### config.mk
export PLATFORM = sky130hd
export DESIGN_NAME = fex_issue_ctrl_flat
export DESIGN_NICKNAME = d
export VERILOG_FILES = /design/src/rtl/fex_issue_ctrl_pkg.sv /design/src/rtl/fex_issue_ctrl_if.sv /design/src/rtl/fex_lat_lut.sv /design/src/rtl/fex_issue_ctrl.sv /design/src/flat_wrapper.sv
export SDC_FILE = /design/constraint.sdc
export NUM_CORES = 1
export LEC_CHECK = 0
export ABC_AREA = 1
export CAP_MARGIN = 20
export CORE_MARGIN = 4
export CORE_UTILIZATION = 25
export DETAILED_ROUTE_END_ITERATION = 6
export PLACE_DENSITY = 0.46
export SKIP_CTS_REPAIR_TIMING = 1
export SYNTH_ARGS = -nofsm -noshare
export SYNTH_HDL_FRONTEND = slang
export SYNTH_SLANG_ARGS = --single-unit
### constraint.sdc
create_clock -name clk -period 1.6 [get_ports clk]
set_input_delay 0.32 -clock clk [delete_from_list [all_inputs] [get_ports clk]]
set_output_delay 0.32 -clock clk [all_outputs]
set_load 0.02 [all_outputs]
### src/rtl/fex_issue_ctrl_pkg.sv
// FEX issue sequencer shared types.
// Op classes, FSM states and the writeback tag bundle.
package fex_issue_ctrl_pkg;

  localparam int REGFILE_DEPTH = 5;
  localparam int FEX_CNT_W = 4;

  typedef enum logic [2:0] {
    FEX_ADD,
    FEX_MUL,
    FEX_DIV,
    FEX_CVT
  } fex_op_e;

  typedef enum logic {
    FEX_IDLE,
    FEX_EXEC
  } fex_st_e;

  typedef struct packed {
    logic [REGFILE_DEPTH-1:0] regw;
    logic                     ctrl_regw;
    logic [1:0]               cvt;
  } fex_tag_t;

endpackage

### src/rtl/fex_issue_ctrl_if.sv
// Issue/writeback bundle between ID/FEX and the FEX sequencer.
// master = decode side, slave = sequencer.
interface fex_issue_ctrl_if;
  import fex_issue_ctrl_pkg::*;

  logic                     issue_valid;
  fex_op_e                  issue_op;
  logic [REGFILE_DEPTH-1:0] issue_regw;
  logic                     issue_ctrl_regw;
  logic [1:0]               issue_FPIntCvtReg;
  logic                     flush;
  logic                     issue_ready;
  logic                     FEX_busy;
  logic                     FEX_busy_er;
  logic                     fex_start;
  logic                     wb_valid;
  logic [REGFILE_DEPTH-1:0] wb_regw;
  logic                     wb_ctrl_regw;
  logic [1:0]               wb_FPIntCvtReg;
  logic                     issue_err;

  modport master (
    output issue_valid, issue_op, issue_regw,
    output issue_ctrl_regw, issue_FPIntCvtReg, flush,
    input  issue_ready, FEX_busy, FEX_busy_er,
    input  fex_start, wb_valid, wb_regw,
    input  wb_ctrl_regw, wb_FPIntCvtReg, issue_err
  );

  modport slave (
    input  issue_valid, issue_op, issue_regw,
    input  issue_ctrl_regw, issue_FPIntCvtReg, flush,
    output issue_ready, FEX_busy, FEX_busy_er,
    output fex_start, wb_valid, wb_regw,
    output wb_ctrl_regw, wb_FPIntCvtReg, issue_err
  );

endinterface

### src/rtl/fex_lat_lut.sv
// Op class to execute latency lookup.
// Unknown encodings fall back to the add latency.
module fex_lat_lut
  import fex_issue_ctrl_pkg::*;
#(
  parameter logic [FEX_CNT_W-1:0] ADD_LAT = 4'd3,
  parameter logic [FEX_CNT_W-1:0] MUL_LAT = 4'd4,
  parameter logic [FEX_CNT_W-1:0] DIV_LAT = 4'd12,
  parameter logic [FEX_CNT_W-1:0] CVT_LAT = 4'd2
) (
  input  fex_op_e              op,
  output logic [FEX_CNT_W-1:0] lat
);

  always_comb begin
    lat = ADD_LAT;
    case (op)
      FEX_MUL: lat = MUL_LAT;
      FEX_DIV: lat = DIV_LAT;
      FEX_CVT: lat = CVT_LAT;
      default: lat = ADD_LAT;
    endcase
  end

endmodule

### src/rtl/fex_issue_ctrl.sv
// FEX issue/occupancy sequencer: latency countdown,
// busy/early-release status and writeback tag.
module fex_issue_ctrl
  import fex_issue_ctrl_pkg::*;
#(
  parameter logic [FEX_CNT_W-1:0] ADD_LAT = 4'd3,
  parameter logic [FEX_CNT_W-1:0] MUL_LAT = 4'd4,
  parameter logic [FEX_CNT_W-1:0] DIV_LAT = 4'd12,
  parameter logic [FEX_CNT_W-1:0] CVT_LAT = 4'd2
) (
  input logic             clk,
  input logic             rst_n,
  fex_issue_ctrl_if.slave bus
);

  fex_st_e              st;
  logic [FEX_CNT_W-1:0] cnt;
  logic [FEX_CNT_W-1:0] lat;
  fex_tag_t             tag;
  logic                 err;
  logic                 busy;
  logic                 last;
  logic                 acc;
  logic                 wb_v;

  fex_lat_lut #(
    .ADD_LAT(ADD_LAT),
    .MUL_LAT(MUL_LAT),
    .DIV_LAT(DIV_LAT),
    .CVT_LAT(CVT_LAT)
  ) u_lut (
    .op (bus.issue_op),
    .lat(lat)
  );

  assign busy = (st == FEX_EXEC);
  assign last = busy & (cnt == FEX_CNT_W'(1));
  assign acc  = bus.issue_valid & ~bus.flush
              & (~busy | last);
  // A flush squashes the op that would retire now.
  assign wb_v = last & ~bus.flush;

  always_ff @(posedge clk or negedge rst_n) begin
    if (!rst_n) begin
      st  <= FEX_IDLE;
      cnt <= '0;
      tag <= '0;
      err <= 1'b0;
    end else begin
      if (bus.issue_valid & busy & ~last)
        err <= 1'b1;
      if (bus.flush) begin
        st  <= FEX_IDLE;
        cnt <= '0;
      end else if (acc) begin
        st  <= FEX_EXEC;
        cnt <= lat;
        tag <= '{regw:      bus.issue_regw,
                 ctrl_regw: bus.issue_ctrl_regw,
                 cvt:       bus.issue_FPIntCvtReg};
      end else if (last) begin
        st  <= FEX_IDLE;
        cnt <= '0;
      end else if (busy) begin
        cnt <= cnt - FEX_CNT_W'(1);
      end
    end
  end

  assign bus.issue_ready    = acc;
  assign bus.fex_start      = acc;
  assign bus.FEX_busy       = busy;
  assign bus.FEX_busy_er    = last;
  assign bus.wb_valid       = wb_v;
  assign bus.wb_regw        = wb_v ? tag.regw : '0;
  assign bus.wb_ctrl_regw   = wb_v & tag.ctrl_regw;
  assign bus.wb_FPIntCvtReg = wb_v ? tag.cvt : 2'b00;
  assign bus.issue_err      = err;

endmodule

### src/flat_wrapper.sv
// flat-port wrapper written by rule: the top's interface ports become plain ports
module fex_issue_ctrl_flat import fex_issue_ctrl_pkg::*;
#(
  parameter logic [FEX_CNT_W-1:0] ADD_LAT = 4'd3,
  parameter logic [FEX_CNT_W-1:0] MUL_LAT = 4'd4,
  parameter logic [FEX_CNT_W-1:0] DIV_LAT = 4'd12,
  parameter logic [FEX_CNT_W-1:0] CVT_LAT = 4'd2
)
  (clk, rst_n, bus_issue_valid, bus_issue_op, bus_issue_regw, bus_issue_ctrl_regw, bus_issue_FPIntCvtReg, bus_flush, bus_issue_ready, bus_FEX_busy, bus_FEX_busy_er, bus_fex_start, bus_wb_valid, bus_wb_regw, bus_wb_ctrl_regw, bus_wb_FPIntCvtReg, bus_issue_err);
  fex_issue_ctrl_if bus_i ();
  input logic clk;
  input logic rst_n;
  input wire logic [$bits(bus_i.issue_valid)-1:0] bus_issue_valid;
  input wire logic [$bits(bus_i.issue_op)-1:0] bus_issue_op;
  input wire logic [$bits(bus_i.issue_regw)-1:0] bus_issue_regw;
  input wire logic [$bits(bus_i.issue_ctrl_regw)-1:0] bus_issue_ctrl_regw;
  input wire logic [$bits(bus_i.issue_FPIntCvtReg)-1:0] bus_issue_FPIntCvtReg;
  input wire logic [$bits(bus_i.flush)-1:0] bus_flush;
  output wire logic [$bits(bus_i.issue_ready)-1:0] bus_issue_ready;
  output wire logic [$bits(bus_i.FEX_busy)-1:0] bus_FEX_busy;
  output wire logic [$bits(bus_i.FEX_busy_er)-1:0] bus_FEX_busy_er;
  output wire logic [$bits(bus_i.fex_start)-1:0] bus_fex_start;
  output wire logic [$bits(bus_i.wb_valid)-1:0] bus_wb_valid;
  output wire logic [$bits(bus_i.wb_regw)-1:0] bus_wb_regw;
  output wire logic [$bits(bus_i.wb_ctrl_regw)-1:0] bus_wb_ctrl_regw;
  output wire logic [$bits(bus_i.wb_FPIntCvtReg)-1:0] bus_wb_FPIntCvtReg;
  output wire logic [$bits(bus_i.issue_err)-1:0] bus_issue_err;
  assign bus_i.issue_valid = bus_issue_valid;
  assign bus_i.issue_op = bus_issue_op;
  assign bus_i.issue_regw = bus_issue_regw;
  assign bus_i.issue_ctrl_regw = bus_issue_ctrl_regw;
  assign bus_i.issue_FPIntCvtReg = bus_issue_FPIntCvtReg;
  assign bus_i.flush = bus_flush;
  assign bus_issue_ready = bus_i.issue_ready;
  assign bus_FEX_busy = bus_i.FEX_busy;
  assign bus_FEX_busy_er = bus_i.FEX_busy_er;
  assign bus_fex_start = bus_i.fex_start;
  assign bus_wb_valid = bus_i.wb_valid;
  assign bus_wb_regw = bus_i.wb_regw;
  assign bus_wb_ctrl_regw = bus_i.wb_ctrl_regw;
  assign bus_wb_FPIntCvtReg = bus_i.wb_FPIntCvtReg;
  assign bus_issue_err = bus_i.issue_err;
  fex_issue_ctrl #(.ADD_LAT(ADD_LAT), .MUL_LAT(MUL_LAT), .DIV_LAT(DIV_LAT), .CVT_LAT(CVT_LAT)) u_core (.clk(clk), .rst_n(rst_n), .bus(bus_i));
endmodule
==> results.md, run 1 <==
| Step | Metric | This run |
|---|---|---|
| outcome | Outcome | complete, but fails checks |
| outcome | Failing checks | negative setup slack |
| pwr | Sw frac | 33.3% |
| floorplan | Die ar. | 0.00442 sq mm |
| synthesis | Net Count, Synth | 122 |
| sta | Final Worst Setup Slack | -0.191 ns |
| critical path | Crit-path max cell delay | 0.42 ns |
| sta | Finish-stage setup viols | 12 |
| pwr | Clk network pwr share | 20.8% |
| critical path | CP max stage cell | sky130_fd_sc_hd__dfrtp_1 |
| critical path | Cell repeated most along the worst path | sky130_fd_sc_hd__nand2_4 |
| floorplan | Std cell rows | 20 |
| sta | Max transition margin | 80.0% |
| synthesis | Count of warnings emitted by yosys | 0 |
| pwr | Maximum vdd drop | 0.444 mV |
| grt | Global-route total usage across every layer | 10.6% |
| pwr | Internal power component | 809 uW |
| clocking | Clk pin slew, worst setup/hold paths | 0.08 ns |
| grt | Global route hottest layer | met2 |
| routing | Iteration-0 DRC Markers | 31 |
| floorplan | # IOs | 29 |
| floorplan | DIE WIDTH | 66.5 um |
| grt | Via count of the first global-routing pass | 812 |
| sta | Shortest clock period the worst path allows after layout | 1.79 ns |
| floorplan | Die height | 66.5 um |
| placement | Dpl cells | 196 |
| routing | Wirelength, routed | 2.10 mm |
| layout | Leading cell types in the layout, fill and taps excluded | 29 x sky130_fd_sc_hd__nand2_1, 28 x sky130_fd_sc_hd__buf_4, 14 x sky130_fd_sc_hd__inv_1, 14 x sky130_fd_sc_hd__clkdlybuf4s50_1, 14 x sky130_fd_sc_hd__dfrtp_1 |
| grt | Met3 usage | 4.55% |
| synthesis | Number of distinct library cells after synthesis | 22 |
| clocking | Maximum clock path buffer count | 2 |
| layout | Finished Core Util | 46.6% |
| routing | Number of nets still failing antenna checks after routing | 0 |
| grt | Grt met1 use | 13.5% |
| synthesis | Netlist area before placement | 855 sq um |
| floorplan | Starting density of the core | 27.1% |
| layout | Final Instance Area | 0.00147 sq mm |
| placement | Total placed instance area | 0.00135 sq mm |
| placement | Number of input and output port buffers inserted | 28 |
| synthesis | Sequential share of the synthesized area | 41.0% |
| synthesis | Post-synthesis register bit count | 14 |
| pwr | Total power draw | 1210 uW |
| clocking | Clock tree from TritonCTS | built |
| clocking | CTS sink cnt | 14 |
| grt | Fraction of met2 tracks used by global routing | 16.9% |
| routing | DR vias/cell | 3.97 |
| sta | Clock tree skew after final layout | 0.00135 ns |
| layout | Diode insertion count for antenna repair | 0 |
| routing | DRC viols | 0 |
| critical path | Required time reported for the critical path endpoint | 1.28 ns |
| layout | Share of post-route cells with drive strength above 1 | 44.4% |
| layout | Most frequent standard cell in the layout excluding fill and tap cells | sky130_fd_sc_hd__nand2_1 |
| pwr | Power share of the combinational group | 42.1% |
| critical path | Worst Path Class, Setup | reg -> out |
| clocking | Count of H-tree levels built during CTS | 1 |
| sta | Share of the clock period used by the worst path after layout | 112% |
| sta | Setup TNS | -1.92 ns |
| layout | Net count, final | 178 |
| synthesis | Cells after Synth | 105 |
| grt | Largest net degree at the start of global routing | 15 |
| clocking | Clock root buffer master | sky130_fd_sc_hd__clkbuf_4 |
| grt | First-pass GRT wire length | 3.57 mm |
| pwr | Power density of the placed cells | 825 mW/mm^2 |
| routing | Vias | 810 |
| pwr | Standby leakage power | 0.000739 uW |
| critical path | CP cell instances | ha_4 > buf_4 > buf_6 > nand2_4 > nand2_4 > nand2_4 > inv_8 > buf_6 |
| grt | Total grt overflow | 0 |
| critical path | Maximum fanout along the worst path | 5 |
| sta | Max Clock Freq | 558 MHz |
| critical path | Startpoint type of the worst setup path | register |
| layout | Final Non-Filler Cells | 204 |
| layout | Layout Area Growth over Synthesis | 72.0% |
| sta | RSZ-0062 raised after global routing | yes |
| critical path | Crit. End Element | output pin |
| clocking | Number of CTS-inserted buffers | 3 |
| routing | First-pass iteration count of the detailed router | 4 |
| flow run | Max-capacitance violation count | 0 |
| placement | Final weighted congestion in routability-driven placement | 0.723 |
| floorplan | Placeable Area | 0.00315 sq mm |
| critical path | Data arrival, critical path | 1.47 ns |
| sta | Final Max Slew Viols | 0 |
| grt | Antenna violations before repair | 0 |
| min path | Classification of the worst-slack hold path | in -> async |
| pwr | Net switching power | 404 uW |
| pwr | Sequential cell fraction of total power | 37.1% |
| routing | Routed length per placed instance | 10.3 um |
| placement | Placed wire-length estimate | 1.67 mm |
| synthesis | Syn_area_per_cell | 8.14 sq um |
| clocking | Worst-skew pair later-pin latency | 0.27 ns |
| sta | Hold Vio Cnt, Final | 0 |
| sta | Tightest Pin Transition | 0.299 ns |
flip-flops by register name (all words and copies together), names as in the netlist:
register / cells
u_core.cnt: 4
u_core.bus.FEX_busy: 1
u_core.tag: 8
u_core.bus.issue_err: 1
layout make-up:
cell class | instances | area (sq um)
fill | 340 | 1680
timing repair buffer | 53 | 477
multi-input combinational | 72 | 475
sequential | 14 | 350
inverter | 17 | 76.3
tap | 44 | 55.1
clock buffer | 4 | 36.3
cell usage after synthesis, drive strengths merged:
cell type | instances | area share (%)
nand3b | 1 | 0.88
nand4 | 1 | 0.73
xor2 | 1 | 1.0
ha | 2 | 2.9
o21ai | 8 | 8.2
o21bai | 1 | 0.88
buf | 2 | 3.2
nor3 | 1 | 1.2
a21oi | 1 | 0.59
dfrtp | 14 | 41
nand2 | 33 | 17
inv | 17 | 8.3
nor2 | 13 | 7.2
nand3 | 10 | 6.4
logic make-up after synthesis:
kind of cell	synth area share, %
fa+ha+maj	2.93
simple gates	33.8
xor+xnor	1.03
compound gates	9.66
flops	41.0
buf+inv	11.6
critical path, delay by kind of cell, from the launching register on:
kind          cells  cell delay [ns]
simple gates      3             0.19
buf+inv           4             0.40
flops             1             0.42
fa+ha+maj         1             0.19
path summary, 6_finish.rpt:
check	from	to	slack [ns]	depth (start not counted)
max reg2reg	u_core.cnt[0]$_DFFE_PN0P_	u_core.cnt[3]$_DFFE_PN0P_	0.03	12
min reg2reg	u_core.bus.issue_err$_DFFE_PN0P_	u_core.bus.issue_err$_DFFE_PN0P_	0.48	1
max in group asynchronous	rst_n	u_core.cnt[2]$_DFFE_PN0P_	1.09	2
min	rst_n	u_core.tag[0]$_DFFE_PN0P_	0.34	2
min in group clk	u_core.bus.issue_err$_DFFE_PN0P_	u_core.bus.issue_err$_DFFE_PN0P_	0.48	1
max	u_core.cnt[0]$_DFFE_PN0P_	bus_issue_ready	-0.19	8
layer usage:
| layer | part of all wire (%) | routed length [um] |
|---|---|---|
| met2 | 50 | 1040 |
| met5 | 0 | 0 |
| met1 | 45 | 948 |
| met3 | 4.5 | 95 |
| met4 | 0.57 | 12 |
through the flow:
stage,hold WS (ns),worst slack (ns)
final,0.342,-0.191
after detailed placement,0.473,-0.583
after floorplan,0.0244,-0.000239
after global placement,0.464,-0.556
after global routing,0.348,-0.292
after CTS,0.338,-0.733
power groups by stage:
stage	sequential (uW)	clock [uW]	combinational [uW]
after detailed placement	450	0	456
after floorplan	456	0	254
after global routing	457	286	564
final	450	252	510
after CTS	443	267	460
after global placement	448	0	457
Power figures use the tool's default switching activity.
==> run 2: changes to the inputs <==
--- a/config.mk
+++ b/config.mk
@@ -11,6 +11,7 @@
 export CORE_UTILIZATION = 25
 export DETAILED_ROUTE_END_ITERATION = 6
 export PLACE_DENSITY = 0.46
+export REMOVE_ABC_BUFFERS = 1
 export SKIP_CTS_REPAIR_TIMING = 1
 export SYNTH_ARGS = -nofsm -noshare
 export SYNTH_HDL_FRONTEND = slang
==> constraint.sdc (replaced) <==
create_clock -name clk -period 1.7 [get_ports clk]
set_input_delay 0.34 -clock clk [delete_from_list [all_inputs] [get_ports clk]]
set_output_delay 0.34 -clock clk [all_outputs]
set_load 0.01 [all_outputs]
==> run 2 against run 1 <==
Compared with the run above:
- the run still ends with negative setup slack left
- design area is 9.3% lower
- register-to-register slack improved by 0.23 ns
- routed wire length down 0.43%
- utilization fell by 4.3 points
- sequential power is 5.8% lower
- worst setup slack better by 0.15 ns
- power down 14%
- combinational power shrank 15%
- sequential share of layout area rose by 2.4 points
==> results.md, run 2 (synthesis gave the netlist of run 1 again) <==
| Step | Metric | This run |
|---|---|---|
| outcome | Outcome | complete, but fails checks |
| outcome | Failing checks | negative setup slack |
| critical path | Data arrival, critical path | 1.40 ns |
| grt | Antenna violations before repair | 0 |
| routing | Iteration-0 DRC Markers | 58 |
| layout | Area of the multi-input gates | 440 sq um |
| critical path | Startpoint type of the worst setup path | register |
| placement | Total placed instance area | 0.00131 sq mm |
| layout | Largest registers ranked by flip-flop count | u_core.tag x8, u_core.cnt x4 |
| clocking | Worst-skew pair later-pin latency | 0.27 ns |
| pwr | Power density of the placed cells | 778 mW/mm^2 |
| routing | DRC viols | 0 |
| min path | Classification of the worst-slack hold path | in -> async |
| floorplan | # IOs | 29 |
| routing | Wirelength, routed | 2.09 mm |
| pwr | Total power draw | 1040 uW |
| layout | Flip-flop count of the largest register after layout | 8 |
| layout | Net count, final | 175 |
| floorplan | Die ar. | 0.00442 sq mm |
| floorplan | Std cell rows | 20 |
| layout | Share of post-route cells with drive strength above 1 | 37.2% |
| critical path | Required time reported for the critical path endpoint | 1.36 ns |
| routing | Routed length per placed instance | 10.4 um |
| floorplan | Starting density of the core | 27.1% |
| layout | Register with the highest flop count | u_core.tag |
| clocking | CTS sink cnt | 14 |
| critical path | Maximum fanout along the worst path | 8 |
| layout | Leading cell types in the layout, fill and taps excluded | 29 x sky130_fd_sc_hd__nand2_1, 22 x sky130_fd_sc_hd__buf_4, 16 x sky130_fd_sc_hd__clkdlybuf4s50_1 |
| placement | Number of input and output port buffers inserted | 28 |
| sta | Max Clock Freq | 575 MHz |
| grt | First-pass GRT wire length | 3.49 mm |
| sta | Clock tree skew after final layout | 0.00408 ns |
| layout | Final Instance Area | 0.00133 sq mm |
| layout | Area occupied by registers | 350 sq um |
| sta | Shortest clock period the worst path allows after layout | 1.74 ns |
| routing | Number of nets still failing antenna checks after routing | 0 |
| critical path | Worst Path Class, Setup | reg -> out |
| sta | RSZ-0062 raised after global routing | yes |
| clocking | Clock root buffer master | sky130_fd_sc_hd__clkbuf_4 |
| floorplan | Die height | 66.5 um |
| sta | Tightest Pin Transition | 0.263 ns |
| clocking | Clock tree from TritonCTS | built |
| grt | Total grt overflow | 0 |
| grt | Largest net degree at the start of global routing | 17 |
| clocking | Maximum clock path buffer count | 2 |
| routing | DR vias/cell | 4.03 |
| flow run | Max-capacitance violation count | 0 |
| sta | Max transition margin | 82.4% |
| placement | Dpl cells | 194 |
| sta | Share of the clock period used by the worst path after layout | 102% |
| sta | Final Worst Setup Slack | -0.0387 ns |
| floorplan | DIE WIDTH | 66.5 um |
| grt | Global-route total usage across every layer | 10.3% |
| layout | Final-layout fill cell count | 357 |
| routing | First-pass iteration count of the detailed router | 4 |
| placement | Final weighted congestion in routability-driven placement | 0.736 |
| routing | Vias | 805 |
| critical path | Flop-to-flop setup slack | 0.26 ns |
| sta | Hold Vio Cnt, Final | 0 |
| clocking | Number of CTS-inserted buffers | 3 |
| clocking | Clk pin slew, worst setup/hold paths | 0.08 ns |
| sta | Finish-stage setup viols | 9 |
| critical path | Crit. End Element | output pin |
| clocking | Count of H-tree levels built during CTS | 1 |
| floorplan | Placeable Area | 0.00315 sq mm |
| pwr | Standby leakage power | 0.000698 uW |
| layout | Finished Core Util | 42.3% |
| layout | Final Non-Filler Cells | 200 |
| pwr | Maximum vdd drop | 0.354 mV |
| layout | Diode insertion count for antenna repair | 0 |
| layout | Layout Area Growth over Synthesis | 56.1% |
| grt | Via count of the first global-routing pass | 773 |
| placement | Placed wire-length estimate | 1.67 mm |
| sta | Final Max Slew Viols | 0 |
| layout | Most frequent standard cell in the layout excluding fill and tap cells | sky130_fd_sc_hd__nand2_1 |
==> run 2: cell types whose count changed in the layout (fill, tap and decap cells not counted), moves of 2 or more <==
cell / delta
sky130_fd_sc_hd__nor2_1: +8
sky130_fd_sc_hd__nor2_2: -6
sky130_fd_sc_hd__clkdlybuf4s50_1: +2
sky130_fd_sc_hd__dlymetal6s2s_1: -2
sky130_fd_sc_hd__buf_4: -6
sky130_fd_sc_hd__nor2_4: -2
sky130_fd_sc_hd__buf_6: -8
sky130_fd_sc_hd__buf_2: +10
==> run 2: power breakdown <==
group / leakage [uW] / switching [uW] / internal [uW] / total [uW]
Combinational: 0.000513 / 214 / 219 / 434
Clock: 0.0000138 / 98.8 / 82.0 / 181
Sequential: 0.000171 / 30.6 / 393 / 424
==> run 2: final cells by class <==
cell class | instances | share of cell area (%)
Timing Repair Buffer | 50 | 29.4
Clock buffer | 3 | 1.69
Sequential cell | 14 | 26.3
Inverter | 17 | 5.53
Multi-Input combinational cell | 72 | 33.0
Tap cell | 44 | 4.13
==> run 2: layer usage <==
metal / up-vias / wire [um] / track usage [%] / part of all wire (%)
met5: - / 0 / 0 / 0
met4: 0 / 14 / 1.52 / 0.67
met3: 2 / 68 / 4.05 / 3.3
met2: 10 / 981 / 15.9 / 47
met1: 361 / 1020 / 13.9 / 49
li1: 432 / - / - / -
==> run 2: critical path: stages (launching register included) <==
cell and delay [ns]:
sky130_fd_sc_hd__dfrtp_1 0.40, sky130_fd_sc_hd__inv_2 0.08, sky130_fd_sc_hd__ha_4 0.15, sky130_fd_sc_hd__nand3_4 0.08, sky130_fd_sc_hd__nor2_4 0.12, sky130_fd_sc_hd__inv_4 0.07
sky130_fd_sc_hd__nor2_1 0.09, sky130_fd_sc_hd__buf_2 0.14
==> run 2: path summary, 6_finish.rpt <==
check / from / cells past startpoint / end
max in group asynchronous: rst_n / 2 / u_core.bus.FEX_busy$_DFFE_PN0P_
worst min-delay path: rst_n / 2 / u_core.tag[1]$_DFFE_PN0P_
worst max register to register: u_core.cnt[1]$_DFFE_PN0P_ / 10 / u_core.tag[6]$_DFFE_PN0P_
worst max-delay path: u_core.cnt[1]$_DFFE_PN0P_ / 7 / bus_wb_regw[4]
worst min register to register: u_core.bus.issue_err$_DFFE_PN0P_ / 1 / u_core.bus.issue_err$_DFFE_PN0P_
min in group clk: u_core.bus.issue_err$_DFFE_PN0P_ / 1 / u_core.bus.issue_err$_DFFE_PN0P_
==> run 2: through the flow <==
stage                     worst slack [ns]  TNS, ns  hold WS (ns)
after global routing                -0.135    -1.20         0.379
after global placement              -0.447    -4.41         0.466
after detailed placement            -0.430    -4.47         0.468
after CTS                           -0.586    -6.46         0.372
final                              -0.0387   -0.184         0.372
after floorplan                      0.178        0        0.0444
==> run 3: changes to the inputs <==
--- a/config.mk
+++ b/config.mk
@@ -7,9 +7,11 @@
 export LEC_CHECK = 0
 export ABC_AREA = 1
 export CAP_MARGIN = 20
+export CORE_ASPECT_RATIO = 1.75
 export CORE_MARGIN = 4
 export CORE_UTILIZATION = 25
 export DETAILED_ROUTE_END_ITERATION = 6
+export HOLD_SLACK_MARGIN = 0.06
 export PLACE_DENSITY = 0.46
 export REMOVE_ABC_BUFFERS = 1
 export SKIP_CTS_REPAIR_TIMING = 1
==> run 3 against run 2 <==
Compared with the run above:
- the run still ends with negative setup slack left
- combinational power is 3% lower
- clock power grew 44%
- routed wire length increased by 0.19%
- first-iteration DRC count shrank 88%
- utilization decreased by 0.70 points
- die area increased by 0.84%
- critical path type unchanged
- largest cell class unchanged
- highest routed layer unchanged
==> results.md, run 3 (synthesis gave the netlist of run 1 again) <==
| Step | Metric | This run |
|---|---|---|
| outcome | Outcome | complete, but fails checks |
| outcome | Failing checks | negative setup slack |
| routing | Routed length per placed instance | 10.7 um |
| layout | Share of post-route cells with drive strength above 1 | 38.8% |
| floorplan | Die ar. | 0.00445 sq mm |
| grt | Total grt overflow | 0 |
| pwr | Net switching power | 351 uW |
| layout | Flip-flop count of the largest register after layout | 8 |
| layout | Diode insertion count for antenna repair | 0 |
| sta | Setup TNS | -0.00666 ns |
| clocking | Clock root buffer master | sky130_fd_sc_hd__clkbuf_8 |
| sta | Clock tree skew after final layout | 0.00312 ns |
| sta | Final Max Slew Viols | 0 |
| grt | Antenna violations before repair | 0 |
| pwr | Maximum vdd drop | 0.337 mV |
| sta | Hold Vio Cnt, Final | 0 |
| sta | RSZ-0062 raised after global routing | yes |
| clocking | Clock tree from TritonCTS | built |
| critical path | Worst Path Class, Setup | reg -> out |
| pwr | Internal power component | 758 uW |
| clocking | Maximum clock path buffer count | 2 |
| routing | Number of nets still failing antenna checks after routing | 0 |
| floorplan | Placeable Area | 0.00321 sq mm |
| grt | First-pass GRT wire length | 3.57 mm |
| critical path | Flop-to-flop setup slack | 0.28 ns |
| critical path | Data arrival, critical path | 1.37 ns |
| floorplan | Die height | 85.3 um |
| pwr | Sequential cell fraction of total power | 38.4% |
| critical path | Maximum fanout along the worst path | 8 |
| pwr | Power density of the placed cells | 831 mW/mm^2 |
| sta | Fin Hold WS | 0.416 ns |
| placement | Placed wire-length estimate | 1.77 mm |
| sta | Final Worst Setup Slack | -0.00598 ns |
| pwr | Standby leakage power | 0.000682 uW |
| pwr | Clk network pwr share | 23.5% |
| floorplan | DIE WIDTH | 52.2 um |
| flow run | Max-capacitance violation count | 0 |
| sta | Max transition margin | 82.0% |
| layout | Finished Core Util | 41.6% |
| sta | Tightest Pin Transition | 0.270 ns |
| grt | Largest net degree at the start of global routing | 17 |
| clocking | Clk pin slew, worst setup/hold paths | 0.05 ns |
| grt | Via count of the first global-routing pass | 851 |
| floorplan | # IOs | 29 |
| routing | Wirelength, routed | 2.09 mm |
| critical path | Worst setup startpoint | u_core.cnt[1]$_DFFE_PN0P_ |
| grt | Global-route total usage across every layer | 10.5% |
| sta | Shortest clock period the worst path allows after layout | 1.71 ns |
| pwr | Sw frac | 31.7% |
| sta | Finish-stage setup viols | 2 |
| pwr | Power share of the combinational group | 38.0% |
| layout | Register with the highest flop count | u_core.tag |
| layout | Largest registers ranked by flip-flop count | u_core.tag x8, u_core.cnt x4 |
| placement | Number of input and output port buffers inserted | 28 |
| sta | Share of the clock period used by the worst path after layout | 100% |
| floorplan | Std cell rows | 27 |
| clocking | Number of CTS-inserted buffers | 3 |
| layout | Net count, final | 171 |
| routing | Iteration-0 DRC Markers | 7 |
| routing | Vias | 807 |
| layout | Most frequent standard cell in the layout excluding fill and tap cells | sky130_fd_sc_hd__nand2_1 |
| critical path | Required time reported for the critical path endpoint | 1.36 ns |
| layout | Leading cell types in the layout, fill and taps excluded | 29 x sky130_fd_sc_hd__nand2_1, 19 x sky130_fd_sc_hd__buf_4, 16 x sky130_fd_sc_hd__clkdlybuf4s50_1 |
| pwr | Total power draw | 1110 uW |
| placement | Final weighted congestion in routability-driven placement | 0.770 |
| critical path | Crit. End Element | output pin |
| critical path | Launching point of the worst reg2reg path | u_core.cnt[0]$_DFFE_PN0P_ |
| floorplan | Starting density of the core | 26.6% |
| critical path | Critical path destination | bus_wb_regw[3] |
| routing | DR vias/cell | 4.14 |
| clocking | CTS sink cnt | 14 |
| critical path | Startpoint type of the worst setup path | register |
| layout | Layout Area Growth over Synthesis | 56.2% |
| clocking | Count of H-tree levels built during CTS | 1 |
| sta | Max Clock Freq | 586 MHz |
| min path | Classification of the worst-slack hold path | in -> async |
| clocking | Worst-skew pair later-pin latency | 0.24 ns |
| routing | DRC viols | 0 |
| routing | First-pass iteration count of the detailed router | 4 |
| critical path | Number of cell instances on the worst register-to-register path | 9 |
| critical path | Critical R2R Capture | u_core.tag[0]$_DFFE_PN0P_ |
-- run 3: power groups by stage --
stage / clock, uW / combinational, uW / sequential (uW)
floorplan: 0 / 213 / 428
global placement: 0 / 400 / 424
detailed placement: 0 / 407 / 425
CTS: 272 / 409 / 419
global route: 282 / 475 / 435
finish: 261 / 422 / 426
-- run 3: layout make-up --
cell class                      instances  area (sq um)
Fill cell                             342          1870
Multi-Input combinational cell         72           450
Timing Repair Buffer                   46           364
Sequential cell                        14           352
Inverter                               17          73.8
Tap cell                               43          53.8
Clock buffer                            3          41.3
-- run 3: worst min path at each step --
stage	from	end	slack, ns
final	rst_n	u_core.tag[0]$_DFFE_PN0P_	0.42
after global routing	rst_n	u_core.tag[0]$_DFFE_PN0P_	0.44
after CTS	rst_n	u_core.tag[0]$_DFFE_PN0P_	0.42
after detailed placement	u_core.bus.issue_err$_DFFE_PN0P_	u_core.bus.issue_err$_DFFE_PN0P_	0.47
after global placement	u_core.bus.issue_err$_DFFE_PN0P_	u_core.bus.issue_err$_DFFE_PN0P_	0.46
after floorplan	rst_n	u_core.bus.FEX_busy$_DFFE_PN0P_	0.04
-- run 3: metal layers --
layer	global-route usage [%]	vias to the layer above	routed length [um]
li1	-	422	-
met1	11.9	353	792
met2	18.6	30	1110
met3	2.64	2	171
met4	3.49	0	17
met5	0	-	0
-- run 3: per-stage QoR --
step	area, sq um	setup slack (ns)	cells
detailed placement	1300	-0.443	192
global route	1340	-0.105	195
global placement	1300	-0.422	192
CTS	1340	-0.526	195
finish	1340	-0.00598	195
floorplan	827	0.178	103
-- run 3: worst max-delay path: stages, from the launching register on --
cell,delay [ns]
sky130_fd_sc_hd__dfrtp_1,0.38
sky130_fd_sc_hd__inv_2,0.08
sky130_fd_sc_hd__ha_4,0.14
sky130_fd_sc_hd__nand3_4,0.08
sky130_fd_sc_hd__nor2_4,0.15
sky130_fd_sc_hd__inv_4,0.08
sky130_fd_sc_hd__nor2_1,0.09
sky130_fd_sc_hd__buf_2,0.13
